[src/rtl/bist_pkg.sv]
// Shared definitions for the memory BIST controller and its checkers.
// Latency: n/a (types and a pure function only).
// Backpressure: n/a.
package bist_pkg;

  typedef enum logic [1:0] {
    IDLE  = 2'd0,
    WRITE = 2'd1,
    READ  = 2'd2,
    DONE  = 2'd3
  } bist_state_t;

  // True pattern pass followed by the inverted pattern pass.
  localparam int NUM_PASSES = 2;

  // Expected word for an address: seed plus address, inverted on the second
  // pass. Computed at 32 bits; callers keep the low DATA_WIDTH bits, which is
  // the same as the sum modulo 2**DATA_WIDTH.
  function automatic logic [31:0] bist_exp(input logic [31:0] seed,
                                           input logic [31:0] addr,
                                           input logic        p);
    logic [31:0] pat;
    pat = seed + addr;
    return p ? ~pat : pat;
  endfunction

endpackage

[src/rtl/mem_bist_top.sv]
// Integration wrapper: BIST controller driving a reg_mem instance.
// Latency: identical to mem_bist_ctrl (4*N busy cycles on a clean run).
// Backpressure: none; start is ignored while busy.
module mem_bist_top #(
  parameter int DATA_WIDTH = 8,
  parameter int ADDR_BITS  = 5
) (
  input  logic                  clk,
  input  logic                  rst_n,
  input  logic                  start,
  input  logic [DATA_WIDTH-1:0] seed,
  output logic                  busy,
  output logic                  done,
  output logic                  pass,
  output logic [ADDR_BITS-1:0]  fail_addr,
  output logic [DATA_WIDTH-1:0] fail_exp,
  output logic [DATA_WIDTH-1:0] fail_got
);

  logic [ADDR_BITS-1:0]  mem_addr;
  logic [DATA_WIDTH-1:0] mem_data_in;
  logic                  mem_wen;
  logic [DATA_WIDTH-1:0] mem_data_out;

  mem_bist_ctrl #(
    .DATA_WIDTH (DATA_WIDTH),
    .ADDR_BITS  (ADDR_BITS)
  ) u_ctrl (
    .clk          (clk),
    .rst_n        (rst_n),
    .start        (start),
    .seed         (seed),
    .mem_addr     (mem_addr),
    .mem_data_in  (mem_data_in),
    .mem_wen      (mem_wen),
    .mem_data_out (mem_data_out),
    .busy         (busy),
    .done         (done),
    .pass         (pass),
    .fail_addr    (fail_addr),
    .fail_exp     (fail_exp),
    .fail_got     (fail_got)
  );

  reg_mem #(
    .DATA_WIDTH (DATA_WIDTH),
    .ADDR_BITS  (ADDR_BITS)
  ) u_mem (
    .clk      (clk),
    .addr     (mem_addr),
    .data_in  (mem_data_in),
    .wen      (mem_wen),
    .data_out (mem_data_out)
  );

endmodule

[src/rtl/reg_mem.sv]
// Single-port register-file memory: synchronous write, combinational read.
// Latency: write lands on the clock edge with wen=1; read data is same-cycle.
// Backpressure: none; accepts one access every cycle.
module reg_mem #(
  parameter int DATA_WIDTH = 8,
  parameter int ADDR_BITS  = 5
) (
  input  logic                  clk,
  input  logic [ADDR_BITS-1:0]  addr,
  input  logic [DATA_WIDTH-1:0] data_in,
  input  logic                  wen,
  output logic [DATA_WIDTH-1:0] data_out
);

  logic [DATA_WIDTH-1:0] mem [2**ADDR_BITS];

  // Write port: store data_in at addr on the rising edge when enabled.
  always_ff @(posedge clk) begin
    if (wen) begin
      mem[addr] <= data_in;
    end
  end

  assign data_out = mem[addr];

endmodule

[src/rtl/mem_bist_ctrl.sv]
// Memory BIST sequencer: write-all/read-all with true then inverted pattern.
// Latency: clean run is busy 4*N cycles; done rises on the edge after that.
// Backpressure: none; start is ignored while busy, the memory never stalls.
module mem_bist_ctrl
  import bist_pkg::*;
#(
  parameter int DATA_WIDTH = 8,
  parameter int ADDR_BITS  = 5
) (
  input  logic                  clk,
  input  logic                  rst_n,
  input  logic                  start,
  input  logic [DATA_WIDTH-1:0] seed,
  output logic [ADDR_BITS-1:0]  mem_addr,
  output logic [DATA_WIDTH-1:0] mem_data_in,
  output logic                  mem_wen,
  input  logic [DATA_WIDTH-1:0] mem_data_out,
  output logic                  busy,
  output logic                  done,
  output logic                  pass,
  output logic [ADDR_BITS-1:0]  fail_addr,
  output logic [DATA_WIDTH-1:0] fail_exp,
  output logic [DATA_WIDTH-1:0] fail_got
);

  localparam int unsigned          DEPTH     = 2**ADDR_BITS;
  localparam logic [ADDR_BITS-1:0] ADDR_LAST = ADDR_BITS'(DEPTH - 1);

  bist_state_t           state_q;
  logic [DATA_WIDTH-1:0] seed_q;
  logic                  p_q;
  logic [ADDR_BITS-1:0]  addr_nxt;
  logic [DATA_WIDTH-1:0] exp_cur;
  logic [DATA_WIDTH-1:0] exp_nxt;

  // mem_addr is the address counter itself, so the compare word and the next
  // write word both come straight from registered state.
  assign addr_nxt = mem_addr + 1'b1;
  assign exp_cur  = DATA_WIDTH'(bist_exp(32'(seed_q), 32'(mem_addr), p_q));
  assign exp_nxt  = DATA_WIDTH'(bist_exp(32'(seed_q), 32'(addr_nxt), p_q));

  // Sequencer: walks addresses, drives the memory port and records the first
  // miscompare. Every output is a flop so the read data never reaches a pin.
  always_ff @(posedge clk or negedge rst_n) begin
    if (!rst_n) begin
      state_q     <= IDLE;
      seed_q      <= '0;
      p_q         <= 1'b0;
      mem_addr    <= '0;
      mem_data_in <= '0;
      mem_wen     <= 1'b0;
      busy        <= 1'b0;
      done        <= 1'b0;
      pass        <= 1'b0;
      fail_addr   <= '0;
      fail_exp    <= '0;
      fail_got    <= '0;
    end else begin
      case (state_q)
        IDLE, DONE: begin
          if (start) begin
            seed_q      <= seed;
            p_q         <= 1'b0;
            mem_addr    <= '0;
            // First write word uses the incoming seed since seed_q is not
            // loaded until this edge.
            mem_data_in <= DATA_WIDTH'(bist_exp(32'(seed), 32'd0, 1'b0));
            mem_wen     <= 1'b1;
            busy        <= 1'b1;
            done        <= 1'b0;
            pass        <= 1'b0;
            fail_addr   <= '0;
            fail_exp    <= '0;
            fail_got    <= '0;
            state_q     <= WRITE;
          end
        end

        WRITE: begin
          if (mem_addr == ADDR_LAST) begin
            mem_addr    <= '0;
            mem_wen     <= 1'b0;
            mem_data_in <= '0;
            state_q     <= READ;
          end else begin
            mem_addr    <= addr_nxt;
            mem_data_in <= exp_nxt;
          end
        end

        READ: begin
          if (mem_data_out != exp_cur) begin
            // Stop on the first error; mem_addr keeps the failing address.
            fail_addr <= mem_addr;
            fail_exp  <= exp_cur;
            fail_got  <= mem_data_out;
            pass      <= 1'b0;
            busy      <= 1'b0;
            done      <= 1'b1;
            state_q   <= DONE;
          end else if (mem_addr == ADDR_LAST) begin
            if (p_q == 1'(NUM_PASSES - 1)) begin
              pass    <= 1'b1;
              busy    <= 1'b0;
              done    <= 1'b1;
              state_q <= DONE;
            end else begin
              p_q         <= 1'b1;
              mem_addr    <= '0;
              mem_wen     <= 1'b1;
              mem_data_in <= DATA_WIDTH'(bist_exp(32'(seed_q), 32'd0, 1'b1));
              state_q     <= WRITE;
            end
          end else begin
            mem_addr <= addr_nxt;
          end
        end

        default: begin
          state_q <= IDLE;
        end
      endcase
    end
  end

endmodule

[config.mk]
export PLATFORM = sky130hd
export DESIGN_NAME = mem_bist_top
export DESIGN_NICKNAME = d
export VERILOG_FILES = /design/src/rtl/bist_pkg.sv /design/src/rtl/mem_bist_top.sv /design/src/rtl/reg_mem.sv /design/src/rtl/mem_bist_ctrl.sv
export SDC_FILE = /design/constraint.sdc
export NUM_CORES = 1
export LEC_CHECK = 0
export BUFFER_PORTS_ARGS = -buffer_cell sky130_fd_sc_hd__buf_2
export CORE_MARGIN = 4
export CORE_UTILIZATION = 30
export CTS_BUF_LIST = sky130_fd_sc_hd__clkbuf_8
export CTS_CLUSTER_DIAMETER = 120
export DETAILED_ROUTE_END_ITERATION = 8
export GPL_TIMING_DRIVEN = 1
export PLACE_DENSITY = 0.56
export SLEW_MARGIN = 10
export SYNTH_ARGS = -nofsm -noshare
export SYNTH_HDL_FRONTEND = slang
export SYNTH_HIERARCHICAL = 1
export SYNTH_SLANG_ARGS = --single-unit
[constraint.sdc]
create_clock -name clk -period 6.9 [get_ports clk]
set_clock_uncertainty 0.15 [all_clocks]
set_input_delay 0.69 -clock clk [delete_from_list [all_inputs] [get_ports clk]]
set_output_delay 0.69 -clock clk [all_outputs]
set_load 0.02 [all_outputs]
Yosys cells after proc, flatten, opt, wreduce, memory -nomap -nowiden
Memories as Yosys holds them, arrays and structs flattened.
Cells that the tools add are included.
Storage, ports and cells
  RAM bits: 256
  input port bits: 11
  word-level logic and storage cells: 93
  register bits: 49
  memories: 1
Memory list
  u_mem.mem: depth 32, bits a word 8, rd ports 1, clocked after memory_dff 0, write ports 1, RTL line reg_mem.sv:15  | logic [DATA_WIDTH-1:0] mem [2**ADDR_BITS];
Cells by class
  mux-type cells: 49
  reduce and logical (&&, ||, !) cells: 11
  add/sub/neg operators: 3
  eq/ne operators: 14
  bitwise operators: 3
Operators with widths (number)
  8-bit 2-to-1 mux: 10
  8-bit case mux with 2 select lines: 2
  5-bit 2-to-1 mux: 6
  8-bit NOT: 3
  8-bit case mux with 3 select lines: 1
  1-bit 2-to-1 mux: 17
  8-bit by 5-bit adder with 8-bit output: 2
  5-bit case mux with 3 select lines: 1
  4-bit AND reduction: 3
  2-bit 2-to-1 mux: 5
  5-bit case mux with 2 select lines: 1
  3-bit AND reduction: 3
  8-bit != test: 1
  1-bit case mux with 2 select lines: 4
  2-bit by 1-bit != test with 1-bit output, second input constant: 3
  2-bit != test, second input constant: 3
  3-bit by 1-bit != test with 1-bit output, second input constant: 2
  2-bit case mux with 3 select lines: 1
  5-bit by 1-bit adder with 5-bit output, second input constant: 1
  5-bit equality test, second input constant: 1
  5-bit AND reduction: 1
  2-bit equality test, second input constant: 2
  3-bit != test, second input constant: 1
  1-bit case mux with 3 select lines: 1
  5 further kinds: 5

Logic depth before layout (Yosys ltp)
Gate-level depths: netlist of run 1.
  depth in word-level cells: 6
  gate-level depth with buffers: 15
  gate-level depth less buffers: 11

By module
Netlist of run 1, hierarchy kept.
By module, submodules not included
  reg_mem: area an instance 10040.9 µm², sequential area each 7687.4 µm², instances 1, cells an instance 568
  mem_bist_ctrl: area an instance 3360.7 µm², sequential area each 1226.2 µm², instances 1, cells an instance 360

Worst setup path after synthesis of run 1
OpenSTA, ideal clock, no wires.
  kind: register to register
  from: register u_ctrl.mem_addr[1]
  to: register u_ctrl.mem_addr[0]
  path slack: 3.286 ns
  buffers on the path: 3
  stages on the path, launching flop included: 15
  data arrival time: 3.338 ns
  path through: dfrtp_1 > clkbuf_1 > buf_2 > buf_2 > mux2i_1 > o22ai_1 > nor4_1 > nand2_1 > xor2_1 > or3_1 > a21oi_1 > and4_4 > nand2_2 > o32a_4 > mux2_4
On the way
  elaborated cells on any way between the ends: 13
  those cells by class: 1 x add/sub; 4 x eq/ne; 5 x mux; 1 x bitwise; 1 x reduce/logical; 1 x memory
RTL lines
  start: declaration: RTL line mem_bist_ctrl.sv:14  | output logic [ADDR_BITS-1:0] mem_addr,
  start signal: assignment: RTL line mem_bist_ctrl.sv:86  | mem_addr <= addr_nxt;
  start signal: assignment: RTL line mem_bist_ctrl.sv:115  | mem_addr <= addr_nxt;
  memory read 32 x 8 bit
  named net mem_data_out[1]: RTL line mem_bist_top.sv:23  | logic [DATA_WIDTH-1:0] mem_data_out;
  8-bit != test: RTL line mem_bist_ctrl.sv:92  | if (mem_data_out != exp_cur) begin
  2-bit != test (no source line)
  3-bit AND reduction (no source line)
The timed path passes the listed nets, and every way through them passes these cells. The select of a mux whose other input is x is not followed.
A chain may end at the register's enable or synchronous reset.

Worst setup path in the final report of run 1
  from: register u_ctrl.mem_addr[1]
  to: register u_ctrl.mem_data_in[4]
On the way
  elaborated cells on any way between the ends: 15
  those cells by class: 3 x add/sub; 4 x eq/ne; 4 x mux; 2 x bitwise; 1 x reduce/logical; 1 x memory
RTL lines
  memory read 32 x 8 bit
  named net mem_data_out[1]: RTL line mem_bist_top.sv:23
  8-bit != test: RTL line mem_bist_ctrl.sv:92
  2-bit != test (no source line)
  4-bit AND reduction (no source line)
  end signal: assignment: RTL line mem_bist_ctrl.sv:67  | mem_data_in <= DATA_WIDTH'(bist_exp(32'(seed), 32'd0, 1'b0));
  end signal: assignment: RTL line mem_bist_ctrl.sv:87  | mem_data_in <= exp_nxt;
  end signal: assignment: RTL line mem_bist_ctrl.sv:111  | mem_data_in <= DATA_WIDTH'(bist_exp(32'(seed_q), 32'd0, 1'b1));
  end: declaration: RTL line mem_bist_ctrl.sv:15  | output logic [DATA_WIDTH-1:0] mem_data_in,
The timed path passes the listed nets, and every way through them passes these cells.

==> metrics, run 1 <==
Int Pwr=3740 uW; Die X=219 um; GRT Total Usage=0.132; max-slew violation count=0; Synth area leaders=edfxtp_1 (57%), mux2i_1 (9.9%), dfrtp_1 (9.1%); Fmax=207 MHz; crit-path cells=buf_4, mux2i_1, o22ai_1, nor4_1, nand2_1, xor2_1, or3_1, a21oi_1, and4_4, nand2_2, o22ai_2, mux2_2; Max VDD drop=0.000139 V; sw frac=0.339; most frequent cells in the layout=edfxtp_1 (256), mux2i_1 (133), nand2_1 (67), o22ai_1 (64), clkbuf_8 (55); worst-margin pin slew=1.19 ns; RSZ-0062 raised after global routing=false; setup violators final=0; layout cell share with drive strength beyond 1=0.144; register area share after synthesis=0.665; Setup Fix Bufs, Post-CTS=0; mapped cell area=13400 um2; Starting DRT DRC Count=508; DRC=0; PortBufs=34; DRT Pass-1 Iters=4; Area Overhead vs Synth=12.8%; Seq cells post-synth=305; max-capacitance violation count=0; critical path data required time=7.21 ns; Clock power frac=0.258; hpwl dp=20500 um; number of synthesized flops with an enable pin=256; critical path startpoint category=flop; outcome=finished, final reports clean; clk sink count=305; HP Class=primary input to asynchronous set/reset pin; vias in the first global route=7972; P per Cell Area=374 nW/um2; critical path peak fanout=38; Met3 Routed Length=1740 um; Syn Inst Count=928; vias per std cell=4.97; area leader, netlist=edfxtp_1; met2 wire length=15300 um; combinational power share=0.276; CP Capture Type=flop; Reg clk slew, reported paths=0.06 ns; hold_buf cts=0; Pwr Total=5650 uW; per-cell routed wire length=20.1 um; grt total ovfl=0; Core Area=44200 um2; GPL Wtd Cong=0.799; commonest non-fill, non-tap cell in the layout=edfxtp_1; CP Buf/Inv Count=1; FP Rows=77; Post-CTS Resized=0; max incr delay on CP=0.86 ns; Post-DRT Antenna Nets=0; asr flop ratio synth=0.161; post-layout minimum cycle time=4.83 ns; critical path class=flop to flop; Main synth FF type=edfxtp_1; ANT cells=0; first-pass GRT wire length=49100 um; synth warn=6; sequential share of power=0.466; via count=7986; Fin. Hold Viols=0; Yosys top cell area share=0.574; die height=219 um; IO Pins=35; initial antenna violation count=0; Post-Syn Nets=956; critical path's slowest cell=dfrtp_4; ratio of final minimum period to clock period=0.699; die area=48100 um2; cts bufs inserted=50; CTS tree=built; crit path DAT=5.13 ns; Routed WL=32400 um; normalized max-slew margin=0.210; Syn Area/Cell=14.4 um2; Cell variety after synth=63; Metal-1 WL=14700 um; clk buf depth=3; largest net degree at the start of global routing=50; initial core utilization=0.303; H-tree depth=2; kind of cell adding the most delay to the critical path=simple AND/OR/NAND/NOR gates; uppermost routed layer=met4; Root Driver=clkbuf_8; Psw=1910 uW; leakage=0.00519 uW; Setup TNS=0 ns; worst skew pair latency=0.57 ns; Final #Nets=1004
==> cells in the mapped netlist, drive strengths merged, types with 3 or more instances <==
| cell | n |
|---|---|
| clkbuf | 26 |
| nand3 | 9 |
| or4 | 3 |
| a2bb2oi | 3 |
| o21ai | 15 |
| nor4 | 17 |
| nor2b | 3 |
| o211ai | 21 |
| dfrtp | 49 |
| a21o | 7 |
| buf | 31 |
| or3b | 3 |
| nand4bb | 5 |
| edfxtp | 256 |
| nor3b | 3 |
| inv | 15 |
| nor2 | 41 |
| mux2i | 133 |
| ha | 15 |
| o22ai | 65 |
| nor3 | 9 |
| nand2b | 4 |
| nand4 | 20 |
| a21oi | 11 |
| xnor2 | 19 |
| nand3b | 5 |
| nand4b | 4 |
| a211oi | 3 |
| mux2 | 18 |
| nand2 | 68 |
| or3 | 6 |
| xor2 | 11 |
| or4b | 4 |
==> sequential cells by signal, indices dropped and copies added (netlist names) <==
register	flops
u_ctrl/p_q	1
u_mem/mem	256
u_ctrl/fail_exp	8
u_ctrl/busy	1
u_ctrl/mem_addr	5
u_ctrl/fail_got	8
u_ctrl/mem_wen	1
u_ctrl/pass	1
u_ctrl/seed_q	8
u_ctrl/state_q	2
u_ctrl/mem_data_in	8
u_ctrl/fail_addr	5
u_ctrl/done	1
==> routing by layer <==
layer,GRT usage,vias to the layer above
li1,-,3692
met2,0.212,210
met1,0.185,4031
met3,0.0267,53
met4,0.0352,0
met5,0,-
==> cell type report <==
cell class	count	area, um2
Fill cell	4310	29100
Sequential cell	305	8920
Multi-Input combinational cell	551	4160
Clock buffer	55	757
Tap cell	592	741
Timing Repair Buffer	53	313
Clock inverter	35	165
Inverter	15	56.3
==> final timing paths <==
path	startpoint	end	slack [ns]	depth (start not counted)
setup / recovery	u_ctrl/mem_addr[1]	u_ctrl/mem_data_in[4]	2.07	12
hold / removal	rst_n	u_ctrl/fail_got[6]	0.07	2
setup reg to reg	u_ctrl/mem_addr[1]	u_ctrl/mem_data_in[4]	2.07	12
min in group clk	seed[6]	u_ctrl/seed_q[6]	0.21	2
max in group asynchronous	rst_n	u_ctrl/mem_addr[1]	6.02	2
hold reg to reg	u_ctrl/busy	u_ctrl/busy	0.33	1
==> cell families after synthesis <==
group,synth area share
buffers and inverters,0.0243
adders and majority gates,0.0170
and+or+nand+nor,0.0832
AOI/OAI and AO/OA,0.0710
muxes,0.115
xor gates and xnor gates,0.0241
DFF,0.665
==> power groups by stage <==
stage	clock network [uW]	registers, uW	logic [uW]
floorplan	0	2570	1120
global placement	0	2670	1540
detailed placement	0	2670	1570
CTS	1510	2640	1580
global route	1590	2670	1710
finish	1460	2630	1560
==> metrics by stage <==
stage	instances	utilization	hold slack (ns)	area [um2]	worst slack, ns
floorplan	928	-	0.244	13400	3.29
finish	1606	0.342	0.0683	15100	2.07
global route	1606	0.342	0.106	15100	1.76
CTS	1606	0.342	0.0665	15100	2.11
global placement	1516	0.321	0.307	14200	2.15
detailed placement	1516	0.321	0.319	14200	2.14
(Power assumes the default switching activity.)
==> inputs of run 2 (changes only) <==
--- a/config.mk
+++ b/config.mk
@@ -5,6 +5,7 @@
 export SDC_FILE = /design/constraint.sdc
 export NUM_CORES = 1
 export LEC_CHECK = 0
+export ABC_AREA = 1
 export BUFFER_PORTS_ARGS = -buffer_cell sky130_fd_sc_hd__buf_2
 export CORE_MARGIN = 4
 export CORE_UTILIZATION = 30
==> constraint.sdc (replaced) <==
create_clock -name clk -period 4.7 [get_ports clk]
set_clock_uncertainty 0.15 [all_clocks]
set_input_delay 0.47 -clock clk [delete_from_list [all_inputs] [get_ports clk]]
set_output_delay 0.47 -clock clk [all_outputs]
set_load 0.02 [all_outputs]
==> run 2 against run 1 <==
Die area increased by 4.8%. Critical path depth rose by 2. Setup slack worse by 1.0 ns. Via count increased by 23%. Largest cell class unchanged. Sequential share of layout area fell by 2.9 points.
==> metrics, run 2 <==
outcome=finished, final reports clean; Post-Syn Nets=1492 (+56%); P per Cell Area=614 nW/um2 (+64%); clk sink count=305 (unchanged); max-capacitance violation count=0 (unchanged); critical path's slowest cell=o21ai_4; sw frac=0.405 (+0.0665); Syn Area/Cell=9.61 um2 (-33%); Starting DRT DRC Count=828 (+63%); cts bufs inserted=50 (unchanged); largest net degree at the start of global routing=136 (+170%); DRC=0 (unchanged); Min Hold Slack=0.0361 ns (-0.0322 ns); Setup TNS=0 ns (unchanged); CTS tree=built; GPL Wtd Cong=0.827 (+3.4%); CP Capture Type=flop; non-filler instance count after layout=2170 (+35%); hpwl dp=20800 um (+1.5%); Seq cells post-synth=305 (unchanged); Cell variety after synth=41 (-35%); most frequent cells after synthesis=nand2_1 (804), edfxtp_1 (256), nor2_1 (70), dfrtp_1 (49), inv_1 (47); die area=50400 um2 (+4.8%); DRT Pass-1 Iters=5 (+1); via count=9793 (+23%); leakage=0.00686 uW (+32%); area leader, netlist=edfxtp_1; mapped cell area=14100 um2 (+4.9%); ratio of final minimum period to clock period=0.776 (+0.0766); Root Driver=clkbuf_8; clk buf depth=3 (unchanged); Area Overhead vs Synth=13.0%; Routed WL=34500 um (+6.7%); commonest non-fill, non-tap cell in the layout=nand2_1; HP Class=primary input to flop; GRT Total Usage=0.135 (+0.00210); vias per std cell=4.51 (-9.2%); Final #Nets=1551 (+54%); Syn Inst Count=1464 (+58%); die height=225 um (+2.4%); initial core utilization=0.303 (-0.000338); fillers=4776 (+11%); IO Pins=35 (unchanged); vias in the first global route=9506 (+19%); Fin. Hold Viols=0 (unchanged); worst-margin pin slew=0.899 ns (-0.286 ns); register area share after synthesis=0.634 (-0.0313); RSZ-0062 raised after global routing=false; FP Rows=79 (+2.6%); most frequent cells in the layout=nand2_1 (804), edfxtp_1 (256), nor2_1 (70), inv_1 (61), clkbuf_8 (51); normalized max-slew margin=0.401 (+0.191); setup violators final=0 (unchanged); critical path peak fanout=135 (+260%); Reg clk slew, reported paths=0.07 ns (about the same); number of synthesized flops with an enable pin=256 (unchanged); Post-DRT Antenna Nets=0 (unchanged); critical path data required time=5.04 ns (-2.17 ns); sequential share of power=0.388 (-0.078); Die X=225 um (+2.4%); synth warn=6 (unchanged); Main synth FF type=edfxtp_1; worst skew pair latency=0.57 ns (about the same); count leader, synth=nand2_1; Final WS setup=1.05 ns (-1.02 ns); per-cell routed wire length=15.9 um (-21%); PortBufs=34 (unchanged); CP dominant cell by count=nand2_1; dpl ws=0.991 ns (-1.15 ns); Max VDD drop=0.000520 V (+280%); first-pass GRT wire length=53900 um (+9.7%); crit-path cells=buf_12, ha_1, fa_1, xnor2_2, nand2_1, nand2_1, nand2_1, nor2_1, nand3_2, nor2_4, nand3_4, o21ai_4, nand2_1, o21ai_0; Fmax=274 MHz (+32%); max incr delay on CP=0.55 ns (-0.31 ns); Post-Place Cells=2072 (+37%); asr flop ratio synth=0.161 (unchanged); H-tree depth=2 (unchanged); Psw=3950 uW (+110%); Clock power frac=0.235 (-0.023); Int Pwr=5800 uW (+55%); Core Area=46500 um2 (+5.1%); max-slew violation count=0 (unchanged); Yosys top cell area share=0.547 (-0.0270); grt total ovfl=0 (unchanged); layout cell share with drive strength beyond 1=0.119 (-0.0250); crit path DAT=3.98 ns (-1.15 ns); Top reg by flops=u_mem/mem; critical path startpoint category=flop; initial antenna violation count=1 (+1); ANT cells=0 (unchanged); number of flip-flops in the largest register=256 (unchanged); Post-CTS Resized=0 (unchanged); post-layout minimum cycle time=3.65 ns (-1.18 ns); Synth area leaders=edfxtp_1 (55%), nand2_1 (21%), dfrtp_1 (8.7%); combinational power share=0.377 (+0.101); critical path class=flop to flop
==> run 2: power groups by stage <==
stage / clock, uW / combinational, uW / sequential, uW
2_1_floorplan: 0 / 2420 / 3930
3_3_place_gp: 0 / 3660 / 3830
3_5_place_dp: 0 / 3700 / 3840
4_1_cts: 2370 / 3720 / 3790
5_1_grt: 2500 / 4140 / 3820
6_report: 2300 / 3680 / 3780
==> run 2: final timing paths <==
| check | slack, ns | end | startpoint | depth (start not counted) |
|---|---|---|---|---|
| max in group asynchronous | 3.49 | u_ctrl/mem_addr[0] | rst_n | 3 |
| min | 0.04 | u_ctrl/seed_q[6] | seed[6] | 3 |
| min in group asynchronous | 0.40 | u_ctrl/fail_exp[0] | rst_n | 3 |
| max | 1.05 | u_ctrl/fail_got[1] | u_ctrl/mem_addr[0] | 14 |
| min reg2reg | 0.33 | u_ctrl/fail_addr[1] | u_ctrl/fail_addr[1] | 2 |
| max reg2reg | 1.05 | u_ctrl/fail_got[1] | u_ctrl/mem_addr[0] | 14 |
==> run 2: per-stage QoR <==
| stage | cell area, um2 | power (uW) | utilization |
|---|---|---|---|
| 2_1_floorplan | 14100 | 6350 | - |
| 3_3_place_gp | 14800 | 7490 | 0.319 |
| 3_5_place_dp | 14800 | 7540 | 0.319 |
| 4_1_cts | 15900 | 9880 | 0.342 |
| 5_1_grt | 15900 | 10500 | 0.342 |
| 6_report | 15900 | 9760 | 0.342 |
==> run 2: area by class of cell <==
type	count	area (um2)	area share
Sequential cell	305	8920	0.561
Timing Repair Buffer	64	435	0.0274
Clock buffer	51	702	0.0442
Tap cell	607	759	0.0478
Clock inverter	41	287	0.0180
Multi-Input combinational cell	1044	4560	0.287
Inverter	58	221	0.0139
==> run 2: cells by family (layout without fill, tap and decap cells) <==
logic type / count (synthesis) / in the layout / share of synthesized area
adders and majority gates: 17 / 17 / 0.0162
DFF: 305 / 305 / 0.634
xor gates and xnor gates: 9 / 9 / 0.00614
AOI/OAI and AO/OA: 78 / 78 / 0.0358
buffers and inverters: 115 / 214 / 0.0417
and+or+nand+nor: 935 / 935 / 0.262
muxes: 5 / 5 / 0.00400
==> run 2: what timing repair did <==
item	CTS	global route
endpoints found under the hold margin	54	0
buffers inserted	0	0
hold buffers	6	0
==> run 2: worst max-delay path: cells and delay by family, from the launching register on <==
family                     cells  cell delay, ns
AOI/OAI and AO/OA              2            0.65
xor gates and xnor gates       1            0.21
adders and majority gates      2            0.81
buffers and inverters          1            0.45
DFF                            1            0.43
and+or+nand+nor                8            0.83
==> run 2: routing by layer <==
layer	track usage	routed length, um
met4	0.0358	720
met3	0.0213	1740
met1	0.194	16000
met2	0.213	16100
met5	0	0
==> inputs of run 3 (changes only) <==
--- a/config.mk
+++ b/config.mk
@@ -5,7 +5,7 @@
 export SDC_FILE = /design/constraint.sdc
 export NUM_CORES = 1
 export LEC_CHECK = 0
-export ABC_AREA = 1
+export ABC_AREA = 0
 export BUFFER_PORTS_ARGS = -buffer_cell sky130_fd_sc_hd__buf_2
 export CORE_MARGIN = 4
 export CORE_UTILIZATION = 30
@@ -13,7 +13,7 @@
 export CTS_CLUSTER_DIAMETER = 120
 export DETAILED_ROUTE_END_ITERATION = 8
 export GPL_TIMING_DRIVEN = 1
-export PLACE_DENSITY = 0.56
+export PLACE_DENSITY = 0.58
 export SLEW_MARGIN = 10
 export SYNTH_ARGS = -nofsm -noshare
 export SYNTH_HDL_FRONTEND = slang
==> constraint.sdc (replaced) <==
create_clock -name clk -period 3.2 [get_ports clk]
set_clock_uncertainty 0.15 [all_clocks]
set_input_delay 0.32 -clock clk [delete_from_list [all_inputs] [get_ports clk]]
set_output_delay 0.32 -clock clk [all_outputs]
set_load 0.02 [all_outputs]
==> run 3 against run 2 <==
The flow now finishes with violations (setup timing). Die area shrank 4.5%. Hold slack gained 0.17 ns. Critical endpoint is now u_ctrl/mem_addr[1]. Sequential cell count is the same.
==> metrics, run 3 (synthesized netlist as in run 1, its figures left out) <==
Starting DRT DRC Count=589 (-29%); normalized max-slew margin=0.222 (-0.178); Die X=219 um (-2.3%); critical path peak fanout=14 (-90%); Min Hold Slack=0.203 ns (+0.167 ns); FF-to-FF path depth=13 (-1); vias per std cell=4.87 (+7.8%); clk buf depth=3 (unchanged); Core Area=44200 um2 (-4.8%); commonest non-fill, non-tap cell in the layout=edfxtp_1; RR Endpoint=u_ctrl/mem_addr[1]; Reg clk slew, reported paths=0.07 ns (about the same); worst-margin pin slew=1.17 ns (+0.267 ns); Routed WL=34300 um (-0.46%); CP Capture Type=flop; DRC=0 (unchanged); GRT Total Usage=0.143 (+0.00867); outcome=finished with violations; H-tree depth=2 (unchanged); ANT cells=0 (unchanged); IO Pins=35 (unchanged); Final #Nets=1192 (-23%); die height=219 um (-2.3%); Setup TNS=-16.60 ns (-16.60 ns); leakage=0.00640 uW (-6.7%); first-pass GRT wire length=53400 um (-0.87%); initial core utilization=0.303 (+0.000338); number of flip-flops in the largest register=256 (unchanged); FP Rows=77 (-2.5%); HP Class=primary input to flop; Max VDD drop=0.000556 V (+6.9%); crit path DAT=3.97 ns (about the same); critical path startpoint category=flop; fillers=4106 (-14%); hold path cells=4 (+1); P per Cell Area=816 nW/um2 (+33%); most frequent cells in the layout=edfxtp_1 (256), buf_4 (170), mux2i_1 (116), nand2_1 (60), clkbuf_8 (54); PortBufs=34 (unchanged); worst skew pair latency=0.57 ns (about the same); layout cell share with drive strength beyond 1=0.326 (+0.207); grt total ovfl=0 (unchanged); hpwl dp=22600 um (+8.6%); post-layout minimum cycle time=3.66 ns (+0.0168 ns); setup violators final=41 (+41); critical path's slowest cell=dfrtp_4; via count=8740 (-11%); clk sink count=305 (unchanged); RSZ-0062 raised after global routing=true; Fin. Hold Viols=0 (unchanged); initial antenna violation count=0 (-1); Final WS setup=-0.464 ns (-1.52 ns); cts bufs inserted=50 (unchanged); Worst Hold End=u_ctrl/mem_wen; reg-to-reg slack, setup=-0.46 ns (-1.52 ns); Area Overhead vs Synth=30.0%; Hold Crit Start=start; Root Driver=clkbuf_8; failing checks=setup timing; max-slew violation count=0 (unchanged); Fmax=273 MHz (-0.46%); die area=48100 um2 (-4.5%); Top reg by flops=u_mem/mem; vias in the first global route=8893 (-6.4%); crit-path cells=buf_12, buf_16, mux2i_4, o22ai_4, nor4_4, nand2_2, xnor2_2, or3_4, a21oi_2, and4_4, nand2_4, o32a_4, mux2_4; max-capacitance violation count=0 (unchanged); critical path data required time=3.50 ns (-1.54 ns); Post-DRT Antenna Nets=0 (unchanged); CTS tree=built; max incr delay on CP=0.47 ns (-0.08 ns); DRT Pass-1 Iters=5 (unchanged); largest net degree at the start of global routing=41 (-70%); ratio of final minimum period to clock period=1.14 (+0.369); FF-to-FF Start=u_ctrl/mem_addr[1]; GPL Wtd Cong=0.836 (+1.1%); per-cell routed wire length=19.1 um (+20%); critical path class=flop to flop
## run 3: critical path: cells and delay by family (launching register included)
kind	cells	cell delay (ns)
AND/OR/NAND/NOR	5	1.19
multiplexers	2	0.59
AO/OA/AOI/OAI	3	0.59
flip-flops	1	0.47
buffers and inverters	2	0.34
XOR/XNOR	1	0.18
## run 3: area by class of cell
cell class	count	area, um2	share of cell area
Clock buffer	54	743	0.0427
Clock inverter	38	208	0.0119
Inverter	15	56.3	0.00323
Multi-Input combinational cell	552	4690	0.269
Sequential cell	305	8920	0.512
Tap cell	592	741	0.0425
Timing Repair Buffer	240	2060	0.118
## run 3: stage by stage
step                 util  setup WS [ns]  area, um2  total power, uW  std cells
floorplan               -         -0.112      13600             8110        928
global placement    0.347         -0.867      15300            10000       1654
detailed placement  0.347         -0.882      15300            10100       1654
CTS                 0.387         -0.426      17100            14100       1786
global route        0.394         -0.614      17400            15000       1796
finish              0.394         -0.464      17400            14200       1796
## run 3: repair_timing
item                                    4_1_cts  5_1_grt
endpoints found under the hold margin        52        0
gates cloned                                  7        1
hold buffers                                  9        0
pin swaps                                    22       20
resized for setup                            71       41
setup buffers                                24       11
endpoints found under the setup margin       41       41
## run 3: worst max path at each step
| stage | depth (start not counted) | end | start | slack (ns) |
|---|---|---|---|---|
| after floorplan | 14 | u_ctrl/mem_addr[0] | u_ctrl/mem_addr[1] | -0.11 |
| after global placement | 14 | u_ctrl/fail_exp[0] | u_ctrl/mem_addr[1] | -0.87 |
| after detailed placement | 14 | u_ctrl/fail_exp[7] | u_ctrl/mem_addr[1] | -0.88 |
| final | 13 | u_ctrl/mem_addr[1] | u_ctrl/mem_addr[1] | -0.46 |
| after global routing | 15 | u_ctrl/fail_addr[2] | u_ctrl/mem_addr[1] | -0.61 |
| after CTS | 13 | u_ctrl/mem_addr[1] | u_ctrl/mem_addr[1] | -0.43 |
## run 3: metal layers
| metal | track usage | wire (um) | up-vias |
|---|---|---|---|
| met5 | 0 | 0 | - |
| met4 | 0.0398 | 783 | 0 |
| met3 | 0.0262 | 1680 | 56 |
| met2 | 0.229 | 16100 | 233 |
| met1 | 0.201 | 15800 | 4365 |
| li1 | - | - | 4086 |
## run 3: where the power goes
group,total (uW),leakage [uW],internal (uW),switching [uW]
combinational,5450,0.00288,2620,2830
clock,3220,0.000553,1710,1510
sequential,5540,0.00297,5110,424
